$ cat config.mk
export PLATFORM = sky130hd
export DESIGN_NAME = coverage_readout_flat
export DESIGN_NICKNAME = d
export VERILOG_FILES = /design/src/rtl/coverage_readout_if.sv /design/src/rtl/coverage_readout.sv /design/src/flat_wrapper.sv
export SDC_FILE = /design/constraint.sdc
export NUM_CORES = 1
export LEC_CHECK = 0
export CAP_MARGIN = 25
export CORE_ASPECT_RATIO = 1.4
export CORE_MARGIN = 10
export CORE_UTILIZATION = 58
export DETAILED_ROUTE_END_ITERATION = 8
export PLACE_DENSITY = 0.85
export SETUP_SLACK_MARGIN = 0.05
export SLEW_MARGIN = 10
export SYNTH_ARGS = -nofsm -noshare
export SYNTH_HDL_FRONTEND = slang
export SYNTH_SLANG_ARGS = --single-unit
$ cat constraint.sdc
create_clock -name clk -period 3.7 [get_ports clk]
set_input_delay 0.925 -clock clk [delete_from_list [all_inputs] [get_ports clk]]
set_output_delay 0.925 -clock clk [all_outputs]
set_load 0.02 [all_outputs]
$ cat src/rtl/coverage_readout_if.sv
// coverage_readout_if: coverage RAM read port plus packed-word output stream
//   mem_rd/mem_addr/mem_rdata : 1-bit coverage RAM, combinational read
//   out_data/out_valid/out_ready/out_last : valid/ready word stream
//   master = readout engine side, slave = RAM + consumer side
interface coverage_readout_if #(
    parameter int ADDR_W = 12,
    parameter int WORD_W = 8
);
    logic              mem_rd;
    logic [ADDR_W-1:0] mem_addr;
    logic              mem_rdata;
    logic [WORD_W-1:0] out_data;
    logic              out_valid;
    logic              out_ready;
    logic              out_last;
    modport master (
        output mem_rd, mem_addr, out_data, out_valid, out_last,
        input  mem_rdata, out_ready
    );
    modport slave (
        input  mem_rd, mem_addr, out_data, out_valid, out_last,
        output mem_rdata, out_ready
    );
endinterface

$ cat src/rtl/coverage_readout.sv
// coverage_readout: walks the 1-bit coverage RAM and streams it out as LSB-first packed words
//   clk, rst    : clock, asynchronous active-high reset
//   start       : 1-cycle pulse, accepted only in IDLE
//   num_points  : point count N sampled with start, clamped to 2**ADDR_W
//   busy        : pass in progress
//   hit_count   : number of covered points seen in the current/last pass
//   done        : 1-cycle pulse at end of pass
//   bus         : RAM read port and output word stream (master side)
module coverage_readout #(
    parameter int ADDR_W = 12,
    parameter int WORD_W = 8
) (
    input  logic                clk,
    input  logic                rst,
    input  logic                start,
    input  logic [ADDR_W:0]     num_points,
    output logic                busy,
    output logic [ADDR_W:0]     hit_count,
    output logic                done,
    coverage_readout_if.master  bus
);
    localparam int BI_W = $clog2(WORD_W);
    localparam logic [ADDR_W:0] N_MAX = {1'b1, {ADDR_W{1'b0}}};
    typedef enum logic [1:0] {IDLE, READ, EMIT, FIN} state_t;
    state_t            state;
    logic [ADDR_W-1:0] last_addr;
    logic [BI_W-1:0]   bit_idx;
    logic [WORD_W-1:0] shift;
    logic [WORD_W-1:0] shift_nxt;
    logic [ADDR_W:0]   n_clamp;
    logic [ADDR_W:0]   n_m1;
    logic              pass_end;
    logic              word_end;
    always_comb begin
        n_clamp   = num_points > N_MAX ? N_MAX : num_points;
        n_m1      = n_clamp - (ADDR_W+1)'(1);
        shift_nxt = shift | (WORD_W'(bus.mem_rdata) << bit_idx);
        pass_end  = bus.mem_addr == last_addr;
        word_end  = bit_idx == BI_W'(WORD_W-1) || pass_end;
    end
    // mem_addr only advances when another read follows, so it keeps the last
    // address read while a word waits in EMIT and after the pass ends.
    always_ff @(posedge clk or posedge rst) begin
        if (rst) begin
            state         <= IDLE;
            busy          <= 1'b0;
            done          <= 1'b0;
            hit_count     <= '0;
            last_addr     <= '0;
            bit_idx       <= '0;
            shift         <= '0;
            bus.mem_rd    <= 1'b0;
            bus.mem_addr  <= '0;
            bus.out_data  <= '0;
            bus.out_valid <= 1'b0;
            bus.out_last  <= 1'b0;
        end else begin
            done <= 1'b0;
            case (state)
                IDLE: if (start) begin
                    busy      <= 1'b1;
                    hit_count <= '0;
                    bit_idx   <= '0;
                    shift     <= '0;
                    if (n_clamp != '0) begin
                        state        <= READ;
                        last_addr    <= n_m1[ADDR_W-1:0];
                        bus.mem_rd   <= 1'b1;
                        bus.mem_addr <= '0;
                    end else begin
                        state <= FIN;
                        done  <= 1'b1;
                    end
                end
                READ: begin
                    shift     <= shift_nxt;
                    hit_count <= hit_count + (ADDR_W+1)'(bus.mem_rdata);
                    bit_idx   <= bit_idx + BI_W'(1);
                    if (word_end) begin
                        state         <= EMIT;
                        bus.mem_rd    <= 1'b0;
                        bus.out_valid <= 1'b1;
                        bus.out_data  <= shift_nxt;
                        bus.out_last  <= pass_end;
                    end else begin
                        bus.mem_addr <= bus.mem_addr + ADDR_W'(1);
                    end
                end
                EMIT: if (bus.out_ready) begin
                    bus.out_valid <= 1'b0;
                    bus.out_last  <= 1'b0;
                    if (bus.out_last) begin
                        state <= FIN;
                        done  <= 1'b1;
                    end else begin
                        state        <= READ;
                        bus.mem_rd   <= 1'b1;
                        bus.mem_addr <= bus.mem_addr + ADDR_W'(1);
                        bit_idx      <= '0;
                        shift        <= '0;
                    end
                end
                default: begin
                    state <= IDLE;
                    busy  <= 1'b0;
                end
            endcase
        end
    end
    // One word in flight: the RAM is never read while a word is offered.
    a_no_overlap: assert property (@(posedge clk) disable iff (rst)
        bus.out_valid |-> !bus.mem_rd);
    a_stall_hold: assert property (@(posedge clk) disable iff (rst)
        bus.out_valid && !bus.out_ready |=> bus.out_valid && $stable(bus.out_data) && $stable(bus.mem_addr));
endmodule

$ cat src/flat_wrapper.sv
// flat-port wrapper written by rule: the top's interface ports become plain ports
module coverage_readout_flat 
#(
    parameter int ADDR_W = 12,
    parameter int WORD_W = 8
)
  (clk, rst, start, num_points, busy, hit_count, done, bus_mem_rd, bus_mem_addr, bus_out_data, bus_out_valid, bus_out_last, bus_mem_rdata, bus_out_ready);
  coverage_readout_if #(.ADDR_W(ADDR_W), .WORD_W(WORD_W)) bus_i ();
  input  logic clk;
  input  logic rst;
  input  logic start;
  input  logic [ADDR_W:0] num_points;
  output logic busy;
  output logic [ADDR_W:0] hit_count;
  output logic done;
  output wire logic [$bits(bus_i.mem_rd)-1:0] bus_mem_rd;
  output wire logic [$bits(bus_i.mem_addr)-1:0] bus_mem_addr;
  output wire logic [$bits(bus_i.out_data)-1:0] bus_out_data;
  output wire logic [$bits(bus_i.out_valid)-1:0] bus_out_valid;
  output wire logic [$bits(bus_i.out_last)-1:0] bus_out_last;
  input wire logic [$bits(bus_i.mem_rdata)-1:0] bus_mem_rdata;
  input wire logic [$bits(bus_i.out_ready)-1:0] bus_out_ready;
  assign bus_mem_rd = bus_i.mem_rd;
  assign bus_mem_addr = bus_i.mem_addr;
  assign bus_out_data = bus_i.out_data;
  assign bus_out_valid = bus_i.out_valid;
  assign bus_out_last = bus_i.out_last;
  assign bus_i.mem_rdata = bus_mem_rdata;
  assign bus_i.out_ready = bus_out_ready;
  coverage_readout #(.ADDR_W(ADDR_W), .WORD_W(WORD_W)) u_core (.clk(clk), .rst(rst), .start(start), .num_points(num_points), .busy(busy), .hit_count(hit_count), .done(done), .bus(bus_i));
endmodule
==> impl_summary.txt <==
----------------------------------------------------
[Power]
  Power share of the sequential group ... roughly a third
  Combinational fraction of design power ... 42.9%
  Standby leakage power ... around 1.9 nW
  Internal cell power ... approximately 0.0017 W
  Clock share of power ... approximately 22%
  Worst VDD drop ... 0.000402 V
  Power per cell area ... about 670 nW/um^2
  Net load switching power ... ~0.0012 W
  Switching power share of the total ... around two fifths

[Yosys]
  Cell area after synthesis ... between 3000 and 4000 um^2
  Post-Syn Nets ... approximately 410
  Count of flip-flops with a built-in enable after synthesis ... 0
  Synth Instances ... between 300 and 400
  Netlist cell types ... 56
  Yosys reg bits ... 63
  Syn avg cell area ... approximately 9.5 um^2
  Async set-reset flop share out of synthesis ... between 90% and 100%
  Yosys warns ... 0
  Proportion of synthesized chip area in sequential cells ... around 44%
  Post-synth top flop ... sky130_fd_sc_hd__dfrtp_1

[Timing]
  Worst clock skew ... between 0.01 and 0.015 ns
  RSZ-0062 raised after global routing ... false
  Number of hold violations in the final report ... 0
  Ratio of final minimum period to clock period ... 87.5%
  Slew Limit Headroom ... between 50% and 60%
  Worst-case setup margin in the final layout ... 0.464 ns
  Slew @ Worst Pin ... about 0.71 ns
  Upper clock frequency limit ... 309 MHz
  Time the final worst path needs with I/O delays and setup ... 3.24 ns
  Final setup fails ... 0
  Summed negative setup slack over all endpoints ... 0 ns
  Count of pins over their slew limit ... 0

[Floorplanning]
  Initial core utilization ... around 60%
  Core region area ... around 5900 um^2
  Die Outline Area ... 9790 um^2
  Count of standard-cell rows ... 33
  Vert. Die Dim ... approximately 110 um
  Die width ... approximately 87 um
  Total I/O pin count ... between 50 and 60

[Clock tree]
  Clk buf depth ... 2
  Master cell of the clock root buffer ... sky130_fd_sc_hd__clkbuf_8
  Reg clk slew, reported paths ... roughly 0.070 ns
  Clock Sink Count ... 63
  Number of resized instances in the post-cts repair step ... 0
  Post-CTS setup buffer count ... 0
  CTS tree ... built
  Clock insertion delay at the later pin of the skew report ... around 0.35 ns
  H-tree Lvls ... 3
  CTS Hold Buffers Added ... 0
  TritonCTS Buffers ... 9

[Setup path]
  Bufs and invs on worst path ... 2
  Classification of the worst setup path ... primary input to flip-flop
  Maximum fanout encountered on the critical timing path ... 13
  Kind of end point of the critical path ... flip-flop
  Peak per-stage delay on the critical path ... 0.58 ns
  CP Data Required Time ... 3.94 ns
  Cell chain of the critical path ... clkdlybuf4s50_1 > inv_1 > nand2_1 > ha_1 > nor4b_1 > nand4_1 > nor2b_4 > o21a_1 > a32o_1
  Kind of cell adding the most delay to the critical path ... simple AND/OR/NAND/NOR gates
  Highest-delay cell along the critical path ... sky130_fd_sc_hd__clkdlybuf4s50_1
  WP data arrival ... about 3.5 ns
  CP startpoint kind ... primary input

[Hold path]
  Class of the most critical hold timing path ... flip-flop to flip-flop

[Placement]
  Number of buffers added on ports ... between 50 and 60
  Dpl cell area ... 4200 um^2
  Global placement routability congestion ... 0.888
  DP HPWL ... between 6000 and 7000 um
  Number of placed instances, taps included ... 491
  Placement Setup Slack ... around 0.15 ns

[Final layout]
  Final non-filler cell area ... roughly 4400 um^2
  Antenna diodes ... 0
  Final standard cell utilization of the core ... around 74%
  Net count reported at finish ... approximately 460
  Number of fillers in the final layout ... approximately 470
  Register Area ... ~1600 um^2
  Synthesis-to-finish area growth ... 22.7%
  Number of non-filler instances in the completed layout ... around 510
  Fraction of layout instances using a drive strength above 1 ... under 10%
  Area used by multi-input combinational logic ... 1870 um^2

[Drt]
  Per-cell routed wire length ... between 15 and 20 um
  Post-route DRC violation count ... 0
  Via total after detailed routing ... 3164
  Number of design-rule violations left by the first detailed-router iteration ... between 200 and 300
  First-pass DRT Iterations ... 5
  DRT antenna net count ... 0
  Routed Wire Length ... 9280 um
  Detailed-route vias per instance ... about 6.2

[GRT]
  Number of global-route vias before repair ... just over 3000
  Wire length of the first global-routing pass ... 15300 um
  Largest net degree at the start of global routing ... 26
  Global route total overflow ... 0
  Total routing usage reported by global routing ... a little under a fifth
  Initial antenna violation count ... 0

[Job]
  Max-cap violation count ... 0

[Status]
  Status ... finished, final reports clean

----------------------------------------------------
[state kept, by name, summed over array words and instances, names as in the netlist]
name                  count
u_core.bit_idx            3
u_core.bus.mem_addr      12
u_core.bus.mem_rd         1
u_core.bus.out_data       8
u_core.bus.out_last       1
u_core.bus.out_valid      1
u_core.busy               1
u_core.done               1
u_core.hit_count         13
u_core.last_addr         12
u_core.shift              8
u_core.state              2
[cell type report]
cell class	instances	share of cell area, %
clock inverter	6	1.90
clock buffer	10	2.89
sequential	63	35.7
multi-input combinational	279	42.3
inverter	16	1.36
tap	70	1.99
timing repair buffer	63	13.8
[cell families after synthesis]
logic type,count (synthesis),share of synthesized area (%)
AO/OA/AOI/OAI,95,18.0
XOR/XNOR,28,6.82
adder cells (fa/ha/maj),11,3.83
buffers and inverters,35,4.25
flip-flops,63,43.9
multiplexers,14,3.97
AND/OR/NAND/NOR,131,19.2
[worst reg2reg max path, stage by stage (launching register included)]
cell and delay [ns]:
sky130_fd_sc_hd__dfrtp_1 0.42, sky130_fd_sc_hd__inv_1 0.08, sky130_fd_sc_hd__ha_1 0.34, sky130_fd_sc_hd__nor2b_4 0.21
sky130_fd_sc_hd__a211o_1 0.41, sky130_fd_sc_hd__nor2b_4 0.33, sky130_fd_sc_hd__o21a_1 0.49, sky130_fd_sc_hd__mux2i_1 0.27
[metrics by stage]
| stage | power (W) | hold slack [ns] |
|---|---|---|
| finish | 0.00293 | 0.506 |
| global route | 0.00311 | 0.535 |
| CTS | 0.00293 | 0.505 |
| detailed placement | 0.00226 | 0.489 |
| global placement | 0.00221 | 0.477 |
| floorplan | 0.00191 | 0.463 |
[worst paths after layout]
path / startpoint / endpoint / cells after the start / slack [ns]
worst max-delay path: num_points[12] / u_core.bus.mem_addr[6]$_DFFE_PP0P_ / 9 / 0.46
worst min-delay path: u_core.shift[4]$_DFFE_PP0P_ / u_core.shift[4]$_DFFE_PP0P_ / 2 / 0.51
max in group asynchronous: rst / u_core.bus.out_data[7]$_DFFE_PP0P_ / 3 / 2.11
worst min register to register: u_core.shift[4]$_DFFE_PP0P_ / u_core.shift[4]$_DFFE_PP0P_ / 2 / 0.51
min in group asynchronous: rst / u_core.hit_count[9]$_DFFE_PP0P_ / 2 / 0.90
worst max register to register: u_core.state[0]$_DFFE_PP0P_ / u_core.bus.mem_addr[1]$_DFFE_PP0P_ / 7 / 1.05
[placed cells by master, fill, tap and decap left out, types with 12 or more instances in the layout]
cell type                         Yosys  final
sky130_fd_sc_hd__a31oi_1             12     12
sky130_fd_sc_hd__inv_1               16     15
sky130_fd_sc_hd__dfrtp_1             63     63
sky130_fd_sc_hd__clkdlybuf4s50_1      0     55
sky130_fd_sc_hd__nor2_1              42     42
sky130_fd_sc_hd__o21ai_0             19     19
sky130_fd_sc_hd__a21oi_1             23     23
sky130_fd_sc_hd__nand2_1             30     30
sky130_fd_sc_hd__mux2i_1             12     12
sky130_fd_sc_hd__nand3_1             17     17
sky130_fd_sc_hd__xor2_1              19     19
[synthesized netlist by cell type (2+ instances only)]
cell                        n  area (um^2)
sky130_fd_sc_hd__o22ai_1    2         12.5
sky130_fd_sc_hd__inv_1     16         60.1
sky130_fd_sc_hd__nor4_2     3         37.5
sky130_fd_sc_hd__mux2i_1   12          120
sky130_fd_sc_hd__dfrtp_1   63         1580
sky130_fd_sc_hd__nor2b_1    6         37.5
sky130_fd_sc_hd__o21ai_0   19         95.1
sky130_fd_sc_hd__and3_1     4         25.0
sky130_fd_sc_hd__nand2b_1   4         25.0
sky130_fd_sc_hd__nand2_1   30          113
sky130_fd_sc_hd__nand3_1   17         85.1
sky130_fd_sc_hd__nor2b_4    2         27.5
sky130_fd_sc_hd__nor4_4     2         42.5
sky130_fd_sc_hd__ha_1      11          138
sky130_fd_sc_hd__clkbuf_1  10         37.5
sky130_fd_sc_hd__nor4_1     4         25.0
sky130_fd_sc_hd__a21oi_1   23          115
sky130_fd_sc_hd__o31ai_1    2         15.0
sky130_fd_sc_hd__o221ai_1   2         17.5
sky130_fd_sc_hd__a31oi_1   12         75.1
sky130_fd_sc_hd__buf_1      2         7.51
sky130_fd_sc_hd__nand4_1    4         25.0
sky130_fd_sc_hd__o211ai_1  11         82.6
sky130_fd_sc_hd__nor3_1     5         25.0
sky130_fd_sc_hd__buf_6      2         22.5
sky130_fd_sc_hd__buf_2      5         25.0
sky130_fd_sc_hd__nor2_1    42          158
sky130_fd_sc_hd__a32oi_1    2         17.5
sky130_fd_sc_hd__a32o_1     7         70.1
sky130_fd_sc_hd__xnor2_1    9         78.8
sky130_fd_sc_hd__xor2_1    19          166
[routing by layer]
metal	track usage (%)	up-vias	wire, um
met5	0	-	0
met2	32.4	121	4760
li1	-	1465	-
met4	6.83	0	210
met3	4.59	23	574
met1	22.3	1555	3730
[power by group through the flow]
stage	Combinational, W	Clock [W]	Sequential [W]
6_report	0.00126	0.000652	0.00102
2_1_floorplan	0.000863	0	0.00105
5_1_grt	0.00138	0.000688	0.00104
3_3_place_gp	0.00119	0	0.00102
4_1_cts	0.00125	0.000653	0.00102
3_5_place_dp	0.00124	0	0.00103
Note: power is estimated with default switching activity, not from simulation.
==> edit, RTL diff (same flow settings) <==
Put one more register stage on the output `hit_count`, with the module's reset. The value now appears one clock later. The other outputs are not delayed to match.
--- a/src/rtl/coverage_readout.sv
+++ b/src/rtl/coverage_readout.sv
@@ -22,6 +22,8 @@
     localparam int BI_W = $clog2(WORD_W);
     localparam logic [ADDR_W:0] N_MAX = {1'b1, {ADDR_W{1'b0}}};
     typedef enum logic [1:0] {IDLE, READ, EMIT, FIN} state_t;
+
+    logic [ADDR_W:0] hit_count_s0;
     state_t            state;
     logic [ADDR_W-1:0] last_addr;
     logic [BI_W-1:0]   bit_idx;
@@ -45,7 +47,7 @@
             state         <= IDLE;
             busy          <= 1'b0;
             done          <= 1'b0;
-            hit_count     <= '0;
+            hit_count_s0  <= '0;
             last_addr     <= '0;
             bit_idx       <= '0;
             shift         <= '0;
@@ -59,7 +61,7 @@
             case (state)
                 IDLE: if (start) begin
                     busy      <= 1'b1;
-                    hit_count <= '0;
+                    hit_count_s0 <= '0;
                     bit_idx   <= '0;
                     shift     <= '0;
                     if (n_clamp != '0) begin
@@ -74,7 +76,7 @@
                 end
                 READ: begin
                     shift     <= shift_nxt;
-                    hit_count <= hit_count + (ADDR_W+1)'(bus.mem_rdata);
+                    hit_count_s0 <= hit_count_s0 + (ADDR_W+1)'(bus.mem_rdata);
                     bit_idx   <= bit_idx + BI_W'(1);
                     if (word_end) begin
                         state         <= EMIT;
@@ -112,5 +114,13 @@
         bus.out_valid |-> !bus.mem_rd);
     a_stall_hold: assert property (@(posedge clk) disable iff (rst)
         bus.out_valid && !bus.out_ready |=> bus.out_valid && $stable(bus.out_data) && $stable(bus.mem_addr));
+    always_ff @(posedge clk or posedge rst) begin
+        if (rst) begin
+            hit_count <= '0;
+        end else begin
+            hit_count <= hit_count_s0;
+        end
+    end
+
 endmodule
 
Check against the original RTL: not equivalent (Yosys sat finds a counterexample within 4 cycles, from zero or initial values and one cycle with rst high).
==> edit against the unedited design <==
  * Wire length shrank 2.9%
  * Die area grew 7.1%
  * Critical path depth shrank 2
  * Worst hold slack lost 0.096 ns
  * Combinational power shrank 16%
  * Total power shrank 2.3%
  * Final area grew 7.7%
  * Count of clock-buffer cells in the layout grew 2
  * Clock skew shrank 0.0039 ns
  * Sequential cell count grew 13
  * Worst setup slack gained 0.25 ns
  * Sequential power grew 13%
  * Synthesized area grew 8.9%
  * Critical endpoint is now u_core.last_addr[6]
  * Largest cell class is now flip-flops and latches
==> edit: results (changes against the unedited design) <==
- Cell Pwr Density: 603 nW/um2 (-9.3%)
- Cells taking the most area after synthesis: dfrtp_1 49%, xnor2_1 4.2%, nor2_1 4.2%, ha_1 3.8%, a21oi_1 2.9%
- Crit path to: u_core.last_addr[6]
- Pin count of the biggest net entering global routing: 77 (+200%)
- LEAKAGE: 2.08 nW (+11%)
- R2r startpoint: u_core.state[1]
- Adder-cell area share of the yosys netlist: 0.0383 (+0.0000512)
- 1st-iter DRT viols: 221 (-21%)
- Post-synth cell types: 53 (-5.4%)
- Slew @ Worst Pin: 0.963 ns (+0.253 ns)
- Clk sinks: 76 (+21%)
- Vias in the first global route: 3267 (+5.6%)
- Commonest cells post-synth: 76 x dfrtp_1, 44 x nor2_1, 30 x nand2_1, 23 x a21oi_1, 23 x o21ai_0
- Post-synthesis sequential area ratio: 0.486 (+0.0471)
- Worst-case hold path end point: u_core.hit_count[12]
- Largest regs: u_core.hit_count (13), u_core.hit_count_s0 (13)
- Gpl congestion: 0.867 (-2.3%)
- Overall Global Routing Usage: 0.185 (-0.00516)
- First-pass GRT wire length: 15.2 mm (-0.81%)
- Mux share of post-synthesis cell area: 0.0316 (-0.00805)
- HP Start: u_core.hit_count_s0[12]
- Compound-Gate Fraction of Synth Area: 0.179 (-0.00171)
- Vias per cell: 6.03 (-3.3%)
- Mapped Nets: 429 (+5.7%)
- Worst Hold Depth: 0 (-2)
- Clock Skew: 0.00713 ns (-0.00392 ns)
- First drt pass iteration count: 4 (-1)
- Detailed Place HPWL: 6.58 mm (about the same)
- RR Endpoint: u_core.hit_count_s0[11]
- Status: completed
- Max Freq: 0.334 GHz (+8.2%)
[edit: cell families (layout without fill, tap and decap cells)]
family                     count (synthesis)  count (layout)
and+or+nand+nor                          135             135
AOI/OAI and AO/OA                        104             104
DFF                                       76              76
buffers and inverters                     35              96
xor gates and xnor gates                  25              25
adders and majority gates                 12              12
muxes                                     12              12
[edit: cell type report]
type	instances	area, um2
flip-flops and latches	76	1900
multi-input cells	288	1870
fillers	509	1820
repair buffers	62	616
clock buffers	12	155
well taps	74	92.6
inverters	18	67.6
clock inverters	4	55.1
[edit: critical path: stages]
cell,delay [ns]
clkdlybuf4s50_1,0.47
or4_1,0.60
buf_4,0.20
or4_1,0.56
nand3_2,0.21
a211oi_1,0.07
a21o_1,0.19
[edit: power by group]
group	switching (mW)	internal, mW
Clock	0.313	0.353
Sequential	0.165	0.981
Combinational	0.641	0.415
[edit: routing by layer]
layer,vias up,GRT usage,share of wire
li1,1553,-,-
met1,1535,0.200,0.40
met2,104,0.306,0.51
met3,29,0.0582,0.059
met4,0,0.110,0.035
met5,-,0,0
[edit: metrics by stage]
step,hold WS (ns),util,instances,power (mW)
CTS,0.405,0.724,534,2.88
finish,0.409,0.724,534,2.87
global placement,0.384,0.692,518,2.17
floorplan,0.373,-,399,1.88
global route,0.410,0.724,534,3.06
detailed placement,0.387,0.692,518,2.21
